<file path="config.mk">
export PLATFORM = sky130hd
export DESIGN_NAME = timing_sequence_decoder
export DESIGN_NICKNAME = d
export VERILOG_FILES = /design/src/rtl/timing_pkg.sv /design/src/rtl/nbit_onehot_decoder.sv /design/src/rtl/timing_sequence_decoder.sv
export SDC_FILE = /design/constraint.sdc
export NUM_CORES = 1
export LEC_CHECK = 0
export CELL_PAD_IN_SITES_DETAIL_PLACEMENT = 1
export CELL_PAD_IN_SITES_GLOBAL_PLACEMENT = 2
export CORE_UTILIZATION = 28
export DETAILED_ROUTE_END_ITERATION = 16
export PLACE_DENSITY_LB_ADDON = 0.1
export SYNTH_ARGS = -nofsm -noshare
export SYNTH_HDL_FRONTEND = slang
export SYNTH_HIERARCHICAL = 1
export SYNTH_SLANG_ARGS = --single-unit
</file>
<file path="constraint.sdc">
create_clock -name clk -period 2.25 [get_ports clk]
set_input_delay 0.45 -clock clk [delete_from_list [all_inputs] [get_ports clk]]
set_output_delay 0.45 -clock clk [all_outputs]
set_load 0.02 [all_outputs]
</file>
<file path="src/rtl/timing_pkg.sv">
// Shared constants for the control-unit timing sequence counter.
// Latency: n/a (package only).
// Backpressure: n/a (package only).
package timing_pkg;

  // Default counter width and wrap point: a 4-bit SC cycling T0..T15.
  localparam int DEF_CODE_W    = 4;
  localparam int DEF_MAX_COUNT = 15;

  // Timing-step indices the control unit keys fetch/decode on.
  localparam int T0_IDX = 0;
  localparam int T1_IDX = 1;
  localparam int T2_IDX = 2;
  localparam int T3_IDX = 3;

  // One-hot output width for a given code width.
  function automatic int out_width(input int code_w);
    return 1 << code_w;
  endfunction

endpackage

</file>
<file path="src/rtl/nbit_onehot_decoder.sv">
// Purpose: combinational N-to-2^N one-hot decoder (timing steps, opcode D0..D7).
// Latency: zero cycles, purely combinational.
// Backpressure: none; output follows the code input directly.
// Ports: code    - binary index to decode
//        onehot  - onehot[k] = 1 iff code == k
module nbit_onehot_decoder
  import timing_pkg::*;
#(
  parameter int CODE_W = 3
) (
  input  logic [CODE_W-1:0]            code,
  output logic [out_width(CODE_W)-1:0] onehot
);

  always_comb begin
    onehot       = '0;
    onehot[code] = 1'b1;
  end

endmodule

</file>
<file path="src/rtl/timing_sequence_decoder.sv">
// Purpose: sequence counter fused with a one-hot decoder, producing T0..T(2^N-1).
// Latency: count/times/wrap/load_err all registered, updating on the same clk edge.
// Backpressure: none; clr > load > inc > hold is evaluated every cycle.
// Ports: clk, rst_n (async active-low); clr/load/inc/load_val controls;
//        count (SC value), times (one-hot of count), wrap (pulse after
//        MAX_COUNT -> 0 via inc), load_err (sticky out-of-range load).
module timing_sequence_decoder
  import timing_pkg::*;
#(
  parameter int CODE_W    = DEF_CODE_W,
  parameter int MAX_COUNT = DEF_MAX_COUNT
) (
  input  logic                         clk,
  input  logic                         rst_n,
  input  logic                         clr,
  input  logic                         inc,
  input  logic                         load,
  input  logic [CODE_W-1:0]            load_val,
  output logic [CODE_W-1:0]            count,
  output logic [out_width(CODE_W)-1:0] times,
  output logic                         wrap,
  output logic                         load_err
);

  localparam int                OUT_W = out_width(CODE_W);
  localparam logic [CODE_W-1:0] MAX_C = CODE_W'(MAX_COUNT);

  logic [CODE_W-1:0] next_count;
  logic [OUT_W-1:0]  next_times;
  logic              next_wrap;
  logic              next_err;

  // Next-state selection; wrap only ever comes from an inc rolling over.
  always_comb begin
    next_count = count;
    next_wrap  = 1'b0;
    next_err   = load_err;
    if (clr) begin
      next_count = '0;
      next_err   = 1'b0;
    end else if (load) begin
      if (load_val > MAX_C) begin
        next_count = '0;
        next_err   = 1'b1;
      end else begin
        next_count = load_val;
      end
    end else if (inc) begin
      if (count == MAX_C) begin
        next_count = '0;
        next_wrap  = 1'b1;
      end else begin
        next_count = count + 1'b1;
      end
    end
  end

  // Decoding the next count lets times register on the same edge as count,
  // so times == 1 << count holds without an extra pipeline stage.
  nbit_onehot_decoder #(
    .CODE_W (CODE_W)
  ) u_dec (
    .code   (next_count),
    .onehot (next_times)
  );

  always_ff @(posedge clk or negedge rst_n) begin
    if (!rst_n) begin
      count    <= '0;
      times    <= OUT_W'(1);
      wrap     <= 1'b0;
      load_err <= 1'b0;
    end else begin
      count    <= next_count;
      times    <= next_times;
      wrap     <= next_wrap;
      load_err <= next_err;
    end
  end

endmodule

</file>
==> results.cfg <==
[cells_and_area]
regArea_um2 = 552
diodes = 0
final_common_cell = clkdlybuf4s50_1
nNetsFinal = 114
multi_input_area_um2 = 343
final_layout_size_suffix_gt1_frac = 0.223
syn_to_final_growth_pct = 47.0
mostFrequentLayoutCells = 30 x clkdlybuf4s50_1, 21 x dfrtp_1, 7 x nand2_1, 7 x buf_4
final_cells = 147
final.fill_count = 358

[floorplan]
fp.dieArea_um2 = 3550
start_util = 0.299
die_y_um = 59.5
core-area_um2 = 3100
die_x_um = 59.5
io_pins = 31
rows = 20

[pwr]
power_density_nw_per_um2 = 633
swShare = 0.232
power_leakage_nw = 0.603
finalPower_mw = 0.862
p_int_mw = 0.662
power_switching_mw = 0.200
p_comb_frac = 0.166
sequentialPowerShare = 0.488
clockPowerShare = 0.345
peakVddDrop_mv = 0.296

[cts]
clkTransAtPathRegs_ns = 0.13
cts_buffer_depth = 2
cts.repair.resized = 0
cts.hold.buffers_added = 0
cts_sinks = 22
post-cts-setup-buffer-count = 0
cts_root_buffer = clkbuf_4
clk_latency_ns = 0.31
htree_levels = 1
cts_tree = done
cts_buffers = 3

[timing]
max_slew_margin = 0.806
post-route-period-util = 0.830
clock_skew_ns = 0.0153
finalHoldViolations = 0
worst_pin_slew_ns = 0.289
rsz0062_at_grt = no
max_freq_mhz = 535
min_period_ns = 1.87
finalSetupViolations = 0
slew_viol_final = 0
setup_tns_ns = 0

[critical_path]
crit_start = times[0]$_DFF_PN1_
cp.arrival_ns = 1.42
cpPeakStageDelay_ns = 0.59
worst_setup_path_start_kind = flop
rr_startpoint = count[0]$_DFF_PN0_
required_ns = 1.80
cp_top_family = buffers and inverters
critical_path_depth = 1
crit_path_max_fanout = 1
r2r_cells = 6
r2r_slack_ns = 0.48
path_cells = clkdlybuf4s50_1
cp_slowest_cell = clkdlybuf4s50_1
cp-end-kind = primary output
timing.rr.end = times[5]$_DFF_PN0_
setup.worst_path.class = reg2out
cp.buffers_inverters = 1

[global_route]
grt_pass1_wl_um = 3210
grt_pass1_vias = 652
grtUsageTotal = 0.126
antenna_found_initial = 0
overflow = 0
grt_start_max_net_pins = 23

[placed_design]
dp.cells = 143
dp_hpwl_um = 1300
portBuffers = 30
globalplace.congestion = 0.781

[synthesis]
ys_ff_latch = 22
synth_top_area_cell = dfrtp_1
synthDistinctLibCells = 23
syn_nets = 76
ys_seq_area_frac = 0.595
synth_top_area_frac = 0.567
synthesis.area_um2 = 927
synth_cells = 66
ys_warn_count = 6
yosys-top-cells-area = dfrtp_1 57%, nor4b_2 6.5%, and4bb_1 5.4%
syn_area_per_cell_um2 = 14.0

[detailed_routing]
wirelength_um = 1890
viasPerCell = 4.50
drc = 0
drt-pass1-iter-count = 4
drtIter0Drc = 9
vias = 662
ant_nets = 0
wl_per_cell_um = 12.8

[min_path]
hp-class = in2async

[run]
max_cap_viol_count = 0

[outcome]
status = finished clean
==> registers in the layout, indices dropped and copies added, names as in the netlist <==
name      cells
load_err      1
times        16
count         4
wrap          1
==> cell usage after synthesis <==
cell type,count
ha_1,1
nor4b_2,4
xor2_1,2
o31a_1,1
nand2_1,7
a21oi_1,3
dfstp_2,1
o21ai_0,1
nor4_2,1
and4bb_2,2
a221oi_2,1
buf_4,4
mux2_2,1
nor2_1,1
inv_1,2
nor4_1,1
dfrtp_1,21
nor2b_1,1
and4b_1,4
nand2_2,1
and4bb_1,4
a211oi_1,1
and4_1,1
==> final cells by class <==
class / count / area share
Tap cell: 44 / 0.0404
Clock buffer: 3 / 0.0165
Multi-Input combinational cell: 38 / 0.252
Clock inverter: 1 / 0.0220
Timing Repair Buffer: 37 / 0.259
Inverter: 2 / 0.00551
Sequential cell: 22 / 0.405
==> metal layers <==
| metal | up-vias | global-route usage | wire length, um |
|---|---|---|---|
| li1 | 317 | - | - |
| met1 | 322 | 0.160 | 888 |
| met2 | 19 | 0.196 | 857 |
| met3 | 4 | 0.0459 | 109 |
| met4 | 0 | 0.0498 | 31 |
| met5 | - | 0 | 0 |
==> logic make-up after synthesis <==
group                      count (synthesis)  synth area share
xor gates and xnor gates                   2            0.0189
and+or+nand+nor                           27             0.265
adders and majority gates                  1            0.0135
buffers and inverters                      6            0.0405
DFF                                       22             0.595
AOI/OAI and AO/OA                          7            0.0553
muxes                                      1            0.0121
==> power groups by stage <==
stage / Combinational [mW] / Sequential (mW) / Clock, mW
2_1_floorplan: 0.0531 / 0.447 / 0
3_3_place_gp: 0.144 / 0.429 / 0
3_5_place_dp: 0.145 / 0.429 / 0
4_1_cts: 0.146 / 0.422 / 0.312
5_1_grt: 0.156 / 0.423 / 0.332
6_report: 0.143 / 0.421 / 0.298
==> worst max-delay path by stage <==
stage                         end  slack, ns
2_1_floorplan  times[4]$_DFF_PN0_       0.35
3_3_place_gp   times[6]$_DFF_PN0_       0.12
3_5_place_dp   times[6]$_DFF_PN0_       0.06
4_1_cts                  times[0]       0.36
5_1_grt                  count[0]       0.31
6_report                 times[0]       0.38
==> metrics by stage <==
step / cell area, um2 / utilization / setup WS [ns] / hold slack (ns)
3_5_place_dp: 1310 / 0.422 / 0.0646 / 0.505
6_report: 1360 / 0.439 / 0.382 / 0.467
2_1_floorplan: 927 / - / 0.349 / 0.154
5_1_grt: 1360 / 0.439 / 0.312 / 0.469
4_1_cts: 1360 / 0.439 / 0.359 / 0.464
3_3_place_gp: 1310 / 0.422 / 0.115 / 0.483
(Power assumes the default switching activity.)
